`config.mk`:
```
export PLATFORM = sky130hd
export DESIGN_NAME = multiply
export DESIGN_NICKNAME = d
export VERILOG_FILES = /design/src/rtl/mult_pkg.sv /design/src/rtl/adder.sv /design/src/rtl/multiply.sv
export SDC_FILE = /design/constraint.sdc
export NUM_CORES = 1
export LEC_CHECK = 0
export CAP_MARGIN = 25
export CORE_AREA = 2 2 255 131
export DETAILED_ROUTE_END_ITERATION = 6
export DIE_AREA = 0 0 257 133
export SLEW_MARGIN = 20
export SYNTH_ARGS = -nofsm -noshare
export SYNTH_HDL_FRONTEND = slang
export SYNTH_SLANG_ARGS = --single-unit
```
`constraint.sdc`:
```
create_clock -name clk -period 5.7 [get_ports clk]
set_input_delay 0.855 -clock clk [delete_from_list [all_inputs] [get_ports clk]]
set_output_delay 0.855 -clock clk [all_outputs]
set_load 0.01 [all_outputs]
```
`src/rtl/mult_pkg.sv`:
```
// Shared types and constants for the shift-and-add multiplier.
// Holds the FSM state encoding, iteration count and product width.
// Also carries the 32-bit magnitude helper used by the signed build.
package mult_pkg;

  localparam int MULT_ITER = 32;
  localparam int PROD_W    = 64;

  typedef enum logic [1:0] {
    IDLE = 2'd0,
    RUN  = 2'd1,
    NEG  = 2'd2,
    DONE = 2'd3
  } state_e;

  // Magnitude of a 32-bit operand; 0x80000000 maps to itself, which is the
  // correct unsigned magnitude of -2^31.
  function automatic logic [31:0] abs32(input logic [31:0] x, input logic sgn);
    abs32 = (sgn && x[31]) ? (~x + 32'd1) : x;
  endfunction

endpackage

```
`src/rtl/adder.sv`:
```
// 64-bit adder split into 32-bit halves with carry rippling low to high.
// Latency: combinational, result valid in the same cycle as the operands.
// Backpressure: none; a pure function of its inputs.
module adder (
  input  logic [31:0] operand1_H,
  input  logic [31:0] operand1_L,
  input  logic [31:0] operand2_H,
  input  logic [31:0] operand2_L,
  input  logic        cin,
  output logic [31:0] result_H,
  output logic [31:0] result_L,
  output logic        cout
);

  logic [32:0] sum_lo;
  logic [32:0] sum_hi;

  // Low half first; its carry feeds the high half.
  always_comb begin
    sum_lo   = {1'b0, operand1_L} + {1'b0, operand2_L} + {32'd0, cin};
    sum_hi   = {1'b0, operand1_H} + {1'b0, operand2_H} + {32'd0, sum_lo[32]};
    result_L = sum_lo[31:0];
    result_H = sum_hi[31:0];
    cout     = sum_hi[32];
  end

endmodule

```
`src/rtl/multiply.sv`:
```
// 32x32->64 shift-and-add multiplier, one multiplier bit per clock.
// Latency: done pulses 32 cycles after the start edge (33 with MULT_SIGNED_EN).
// Backpressure: start is only accepted in IDLE; requests while busy are dropped.
module multiply
  import mult_pkg::*;
(
  input  logic        clk,
  input  logic        rst,
  input  logic        start,
  input  logic        mult_signed,
  input  logic [31:0] op_a,
  input  logic [31:0] op_b,
  output logic        busy,
  output logic        done,
  output logic [31:0] product_H,
  output logic [31:0] product_L
);

  localparam logic [4:0] LAST_CNT = 5'(MULT_ITER - 1);

  state_e              state_q, state_d;
  logic [PROD_W-1:0]   mcand_q, mcand_d;
  logic [31:0]         mplier_q, mplier_d;
  logic [PROD_W-1:0]   acc_q, acc_d;
  logic [4:0]          count_q, count_d;

  logic [31:0]         a_mag, b_mag;
  logic [PROD_W-1:0]   add_op1, add_op2;
  logic                add_cin;
  logic [31:0]         add_res_H, add_res_L;
  logic                cout_unused;

`ifdef MULT_SIGNED_EN
  logic                neg_q, neg_d;
  logic                neg_start;

  // Signed build: operate on magnitudes and remember the result sign.
  always_comb begin
    a_mag     = abs32(op_a, mult_signed);
    b_mag     = abs32(op_b, mult_signed);
    neg_start = mult_signed & (op_a[31] ^ op_b[31]);
  end
`else
  logic                mult_signed_unused;

  // Unsigned-only build: operands pass straight through.
  always_comb begin
    a_mag              = op_a;
    b_mag              = op_b;
    mult_signed_unused = mult_signed;
  end
`endif

  // Single shared adder; operands are muxed by state in the FSM below.
  adder u_adder (
    .operand1_H (add_op1[63:32]),
    .operand1_L (add_op1[31:0]),
    .operand2_H (add_op2[63:32]),
    .operand2_L (add_op2[31:0]),
    .cin        (add_cin),
    .result_H   (add_res_H),
    .result_L   (add_res_L),
    .cout       (cout_unused)
  );

  // Next-state, datapath updates and adder operand selection.
  always_comb begin
    state_d  = state_q;
    mcand_d  = mcand_q;
    mplier_d = mplier_q;
    acc_d    = acc_q;
    count_d  = count_q;
    add_op1  = acc_q;
    add_op2  = mcand_q;
    add_cin  = 1'b0;
`ifdef MULT_SIGNED_EN
    neg_d    = neg_q;
`endif
    case (state_q)
      IDLE: begin
        if (start) begin
          mcand_d  = {32'd0, a_mag};
          mplier_d = b_mag;
          acc_d    = '0;
          count_d  = 5'd0;
`ifdef MULT_SIGNED_EN
          neg_d    = neg_start;
`endif
          state_d  = RUN;
        end
      end
      RUN: begin
        if (mplier_q[0]) begin
          acc_d = {add_res_H, add_res_L};
        end
        mcand_d  = mcand_q << 1;
        mplier_d = mplier_q >> 1;
        count_d  = count_q + 5'd1;
        if (count_q == LAST_CNT) begin
`ifdef MULT_SIGNED_EN
          state_d = NEG;
`else
          state_d = DONE;
`endif
        end
      end
`ifdef MULT_SIGNED_EN
      NEG: begin
        // Two's-complement negate through the same adder: ~acc + 0 + 1.
        add_op1 = ~acc_q;
        add_op2 = '0;
        add_cin = 1'b1;
        if (neg_q) begin
          acc_d = {add_res_H, add_res_L};
        end
        state_d = DONE;
      end
`endif
      DONE: begin
        state_d = IDLE;
      end
      default: begin
        state_d = IDLE;
      end
    endcase
  end

  // State and datapath registers; reset discards any operation in flight.
  always_ff @(posedge clk) begin
    if (rst) begin
      state_q  <= IDLE;
      mcand_q  <= '0;
      mplier_q <= '0;
      acc_q    <= '0;
      count_q  <= '0;
`ifdef MULT_SIGNED_EN
      neg_q    <= 1'b0;
`endif
    end else begin
      state_q  <= state_d;
      mcand_q  <= mcand_d;
      mplier_q <= mplier_d;
      acc_q    <= acc_d;
      count_q  <= count_d;
`ifdef MULT_SIGNED_EN
      neg_q    <= neg_d;
`endif
    end
  end

  // Status decodes from state; product is the accumulator itself.
  always_comb begin
    busy      = (state_q == RUN) || (state_q == NEG);
    done      = (state_q == DONE);
    product_H = acc_q[63:32];
    product_L = acc_q[31:0];
  end

endmodule

```
# Word-level counts from Yosys, hierarchy flattened
# Cells that the tools add are included.
[op_classes]
reduce_logical = 6
shift = 0
mux = 12
add_sub_neg = 4
div_mod_pow = 0
n_bitwise = 0
n_lt_le_gt_ge = 0
n_mul = 0
n_eq_ne = 7
[op_table]
columns = ["cell", "n"]
rows = [
  ["64-bit case mux with 2 select lines", 2],
  ["64-bit 2-to-1 mux", 3],
  ["32-bit case mux with 2 select lines", 1],
  ["32-bit by 32-bit adder with 33-bit output", 1],
  ["32-bit by 1-bit adder with 32-bit output", 1],
  ["32-bit adder", 1],
  ["32-bit 2-to-1 mux", 1],
  ["5-bit case mux with 2 select lines", 1],
  ["2-bit != test (second input constant)", 3],
  ["5-bit by 1-bit adder with 5-bit output (second input constant)", 1],
  ["5-bit equality test (second input constant)", 1],
  ["5-bit 2-to-1 mux", 1],
  ["2-bit equality test (second input constant)", 2],
  ["2-bit 2-to-1 mux", 2],
  ["2-bit case mux with 2 select lines", 1],
  ["2-bit AND reduction", 2],
  ["3-bit AND reduction", 1],
  ["2-bit by 1-bit equality test with 1-bit output (second input constant)", 1],
  ["2-bit logical NOT", 1],
  ["2-bit nonzero test", 1],
  ["1-bit logical OR", 1],
]
[totals]
romBits = 0
output_inout_bits = 66
ram_bits = 0
register_bits = 167
latchBits = 0
elab_cells = 34
in_bits = 68
n_memories = 0

# Logic depth before layout (Yosys ltp)
[depth]
depth_word = 4
ltp_mapped = 23
ltp_nobuf = 23

# Cells and area by module
# Synthesis repeated with hierarchy kept, for this count alone.
[unflattened]
cells_unflattened = 1265
area_unflattened_um2 = 10822.9
[modules_own_cells]
columns = ["module", "seq_area_each_um2", "cells_per_inst", "instances", "area_per_inst_um2"]
rows = [
  ["multiply", 3343.2, 745, 1, 7216.9],
  ["adder", 0.0, 520, 1, 3606.0],
]

# Worst setup path after synthesis
# Ideal clock, no wire load.
[synth_path]
kind = "register to register"
from = "register acc_q[13]"
to = "register acc_q[60]"
path_stages_with_launch = 23
t_required_ns = 5.573
slack_ns = 0.893
t_arrival_ns = 4.680
synth_period_minus_slack_ns = 4.807
n_path_buf = 1
setup_time_ns = 0.127
cell_sequence = "dfxtp_1 -> ha_1 -> buf_6 -> a21o_1 -> a21o_1 -> a221oi_2 -> nor2_2 -> a211oi_4 -> nor3_2 -> a221o_1 -> a21oi_1 -> o2bb2ai_1 -> fa_1 -> fa_1 -> a21oi_1 -> nand3b_1 -> a31oi_1 -> a211oi_1 -> o31a_1 -> nor2_1 -> a221oi_1 -> xor2_1 -> o21ai_1"
[synth_between]
elab_chain_len = 4
[synth_lines]
columns = ["element", "line_no", "rtl"]
rows = [
  ["start: declaration", "multiply.sv:24", "logic [PROD_W-1:0] acc_q, acc_d;"],
  ["start signal: assignment", "multiply.sv:134", "acc_q <= '0;"],
  ["start signal: assignment", "multiply.sv:143", "acc_q <= acc_d;"],
  ["32-bit by 32-bit adder with 33-bit output", "adder.sv:20", "sum_lo = {1'b0, operand1_L} + {1'b0, operand2_L} + {32'd0, cin};"],
  ["32-bit by 1-bit adder with 32-bit output", "adder.sv:21", "sum_hi = {1'b0, operand1_H} + {1'b0, operand2_H} + {32'd0, sum_lo[32]};"],
  ["64-bit 2-to-1 mux", "multiply.sv:93", "if (mplier_q[0]) begin"],
  ["64-bit case mux with 2 select lines", "multiply.sv:79", "case (state_q)"],
]
# Every way passes these cells. The select of a mux whose other input is x is not followed.
# A chain may end at the register's enable or synchronous reset.

# Final worst setup path
[layout_path]
from = "register acc_q[14]"
to = "register acc_q[58]"
# The elaborated chain is that of the path after synthesis.

==> out/metrics.json <==
{
  "setup_path": {
    "critical_path_type": "flop to flop",
    "setup.worst_path.end_class": "flop",
    "setup.worst_path.start_class": "flop",
    "rr_startpoint": "acc_q[14]",
    "worst-r2r-setup-slack_ns": 0.28,
    "crit_path_dat_ns": 5.75,
    "timing.critical_path.fanout_max": 7,
    "worstReg2RegEnd": "acc_q[58]",
    "reg2regPathDepth": 22,
    "worst_ep_required_time_ns": 6.03
  },
  "final_layout": {
    "post_route_utilization_pct": 36.7,
    "insertedDiodeCount": 0,
    "layout-area-overhead-vs-synth_pct": 25.1,
    "final_cell_count_no_fill": 1669,
    "fin_nets": 1353,
    "layout-drive-gt1-share_pct": 5.29
  },
  "timing": {
    "totalNegativeSetupSlack_ns": 0,
    "timing.fmax_mhz": 185,
    "final_period_minus_worst_setup_slack_ns": 5.42,
    "rsz0062_at_grt": "false",
    "worst_slew_pin_slew_ns": 0.942,
    "skew_ns": 0.0151,
    "setup_viol": 0,
    "slew-limit-headroom_pct": 37.2,
    "hold_viol_final": 0,
    "timing.final.crit_share_pct": 95.1,
    "timing_max_transition_violations_final": 0
  },
  "power_and_ir_drop": {
    "powerDensity_mw_per_mm2": 263,
    "power_switching_share_pct": 31.1,
    "power.ir.vdd_worst_v": 0.000151,
    "p_int_mw": 2.15,
    "power_mw": 3.12,
    "comb_power_share_pct": 20.9,
    "seq_power_share_pct": 42.6,
    "power_leakage_nw": 4.79,
    "power_switching_mw": 0.969,
    "clock_power_share_pct": 36.5
  },
  "yosys": {
    "synth_adder_area_share_pct": 9.49,
    "yosysUniqueCellTypes": 67,
    "combinational_family_with_the_most_area_after_synthesis": "compound AO/OA/AOI/OAI gates",
    "synth_largest_type_area_fraction_pct": 35.3,
    "synth_mux_area_share_pct": 6.98,
    "synth_cells": 1109,
    "fraction_of_synthesized_cell_area_in_xor_and_xnor_cells_pct": 4.35,
    "async_flop_share_pct": 0,
    "synth.area.top_cells": "dfxtp_1, ha_1, mux2i_1, nor2_1, a211oi_1",
    "syn_nets": 1247,
    "synthesized_area_fraction_occupied_by_ao_oa_aoi_and_oai_cells_pct": 24.7,
    "synth-edff-count": 0,
    "postSynthAreaPerCell_um2": 8.54,
    "yosysTopAreaCell": "dfxtp_1",
    "dominantRegCellSynth": "dfxtp_1",
    "synth.yosys.warnings": 0,
    "number_of_synthesized_register_bits": 167,
    "synth.yosys.seq_area_share_pct": 35.3,
    "total_standard_cell_area_after_synthesis_mm2": 0.00947,
    "synth-simple-area-share_pct": 15.8
  },
  "clock_tree": {
    "cts-hold-fix-buffers": 0,
    "clock_tree.htree_level_count": 4,
    "cts-root-buf": "clkbuf_16",
    "cts_buffers": 17,
    "clock-sinks": 167,
    "clk-insertion-delay-late_ns": 0.46,
    "clkTransAtPathRegs_ns": 0.07,
    "cts_buffer_depth": 2,
    "tritoncts": "built"
  },
  "placed_design": {
    "placed_cells_incl_taps": 1637,
    "place_congestion": 0.872,
    "buffer_ports.inserted": 132,
    "dp_hpwl_um": 19600
  },
  "detailed_routing": {
    "violation_count_after_the_first_detailed_routing_iteration": 569,
    "totalWireLength_um": 27200,
    "route.vias.total": 8504,
    "detail_route.vias_per_cell": 5.10,
    "drt_drc_violations_left": 0,
    "wl_per_cell_um": 16.3,
    "first_pass_drt_iterations": 5,
    "ant_nets": 0
  },
  "min_path": {
    "timing.hold.worst_path_depth": 2,
    "worstHoldStart": "mplier_q[31]",
    "timing.hold.worst_endpoint": "mplier_q[31]",
    "worstHoldPathType": "flop to flop"
  },
  "die": {
    "design.die.area_mm2": 0.0342,
    "row_count": 47,
    "initial_utilization_pct": 29.3,
    "coreArea_mm2": 0.0323,
    "die-height_um": 133,
    "io_pins": 134,
    "die_w_um": 257
  },
  "run_status": {
    "outcome": "finished, final reports clean"
  },
  "global_routing": {
    "first_global_vias": 7989,
    "grt_max_degree": 87,
    "grt_remaining_overflow": 0,
    "gr-usage-all-layers_pct": 16.0,
    "antenna_found_initial": 0,
    "grt_first_pass_wirelength_um": 43600
  },
  "run": {
    "drv.max_cap_violation_count": 0
  }
}
## cell usage in the layout (no fill, tap or decap), types with 4 or more instances in the layout
master | synthesis | final
o21bai_1 | 5 | 5
o21ai_0 | 26 | 25
nor2b_1 | 11 | 10
inv_1 | 20 | 20
dfxtp_1 | 167 | 167
o31ai_1 | 5 | 5
a21oi_1 | 61 | 61
a22oi_1 | 62 | 62
clkbuf_16 | 0 | 17
nand4_1 | 8 | 8
or3_1 | 4 | 4
xnor2_1 | 19 | 19
buf_4 | 0 | 19
clkdlybuf4s50_1 | 0 | 131
mux2i_1 | 66 | 66
nor3b_1 | 4 | 4
o211ai_1 | 6 | 6
a211oi_1 | 68 | 66
o21ai_1 | 31 | 30
nand2b_1 | 8 | 8
o21a_1 | 6 | 6
nor2_1 | 165 | 163
a21o_1 | 32 | 32
and3_1 | 9 | 9
xor2_1 | 28 | 28
ha_1 | 67 | 66
nand3_1 | 18 | 18
nand2_1 | 72 | 72
nor3_1 | 8 | 8
a31oi_1 | 9 | 7
## worst max-delay path, stage by stage, from the launching register on
cell and delay, ns:
dfxtp_1 0.36, ha_1 0.40, and3_1 0.24, and2_4 0.18
a221oi_2 0.30, nor2_2 0.11, a211oi_4 0.23, nor3_2 0.10
a221o_1 0.39, a21oi_1 0.16, o2bb2ai_1 0.14, fa_1 0.50
fa_1 0.44, a21oi_1 0.19, nand3b_1 0.17, a31oi_2 0.14
a211oi_2 0.27, o31a_1 0.26, o21bai_1 0.16, buf_4 0.17
a21oi_1 0.14, xor2_1 0.17, o21ai_1 0.07
## repair_timing
action / 4_1_cts / 5_1_grt
endpoints found under the setup margin: 0 / 4
buffers inserted: 0 / 0
resized for setup: 0 / 4
## metal layers
layer  vias to the layer above  global-route usage [%]  wire [um]
met4                         0                    4.20        377
met1                      4040                    23.2      14200
li1                       4297                       -          -
met3                        23                    4.29       1320
met2                       144                    23.2      11400
met5                         -                       0          0
## state kept, by name (all words and copies together) (netlist names)
name      count
acc_q        64
add_op2      64
count_q       5
mplier_q     32
state_q       2
## cells by family after synthesis
logic type / after synthesis
AO/OA/AOI/OAI: 344
buffers and inverters: 83
multiplexers: 66
adder cells (fa/ha/maj): 70
flip-flops: 167
XOR/XNOR: 47
AND/OR/NAND/NOR: 332
## area by class of cell
class	instances	area, um^2
multi-input combinational	859	5860
timing repair buffer	150	1450
clock inverter	10	95.1
tap	441	552
sequential	167	3340
fill	3326	20400
inverter	20	75.1
clock buffer	22	464
## worst max path at each step
stage / startpoint / endpoint / slack, ns
4_1_cts: add_op2[0] / acc_q[62] / 0.19
3_3_place_gp: add_op2[0] / acc_q[62] / 0.32
5_1_grt: acc_q[14] / acc_q[58] / 0.04
3_5_place_dp: add_op2[0] / acc_q[62] / 0.25
2_1_floorplan: acc_q[13] / acc_q[60] / 0.89
6_report: acc_q[14] / acc_q[58] / 0.28
## power groups by stage
stage               Sequential, mW  Clock, mW  Combinational [mW]
detailed placement            1.36          0               0.655
CTS                           1.33       1.17               0.658
finish                        1.33       1.14               0.653
global placement              1.35          0               0.642
global route                  1.34       1.22               0.731
floorplan                     1.33          0               0.471
## synthesized netlist by cell type (3+ instances only)
cell	number
a211oi_1	68
a21o_1	32
a21oi_1	61
a221oi_1	3
a22o_1	3
a22oi_1	62
a31oi_1	9
and2_1	3
and3_1	9
and4_1	3
buf_1	7
clkbuf_1	54
dfxtp_1	167
fa_1	3
ha_1	67
inv_1	20
mux2i_1	66
nand2_1	72
nand2b_1	8
nand3_1	18
nand3b_1	3
nand4_1	8
nor2_1	165
nor2b_1	11
nor3_1	8
nor3b_1	4
o2111ai_1	3
o211ai_1	6
o21a_1	6
o21ai_0	26
o21ai_1	31
o21bai_1	5
o31a_1	3
o31ai_1	5
or3_1	4
xnor2_1	19
xor2_1	28
## metrics by stage
stage	hold slack [ns]	worst slack, ns	instance area [um^2]
final	0.457	0.282	11800
after global routing	0.497	0.0383	11800
after CTS	0.467	0.187	11800
after detailed placement	0.454	0.252	11300
after global placement	0.449	0.323	11300
after floorplan	0.432	0.893	9470
Note: power is estimated with default switching activity, not from simulation.
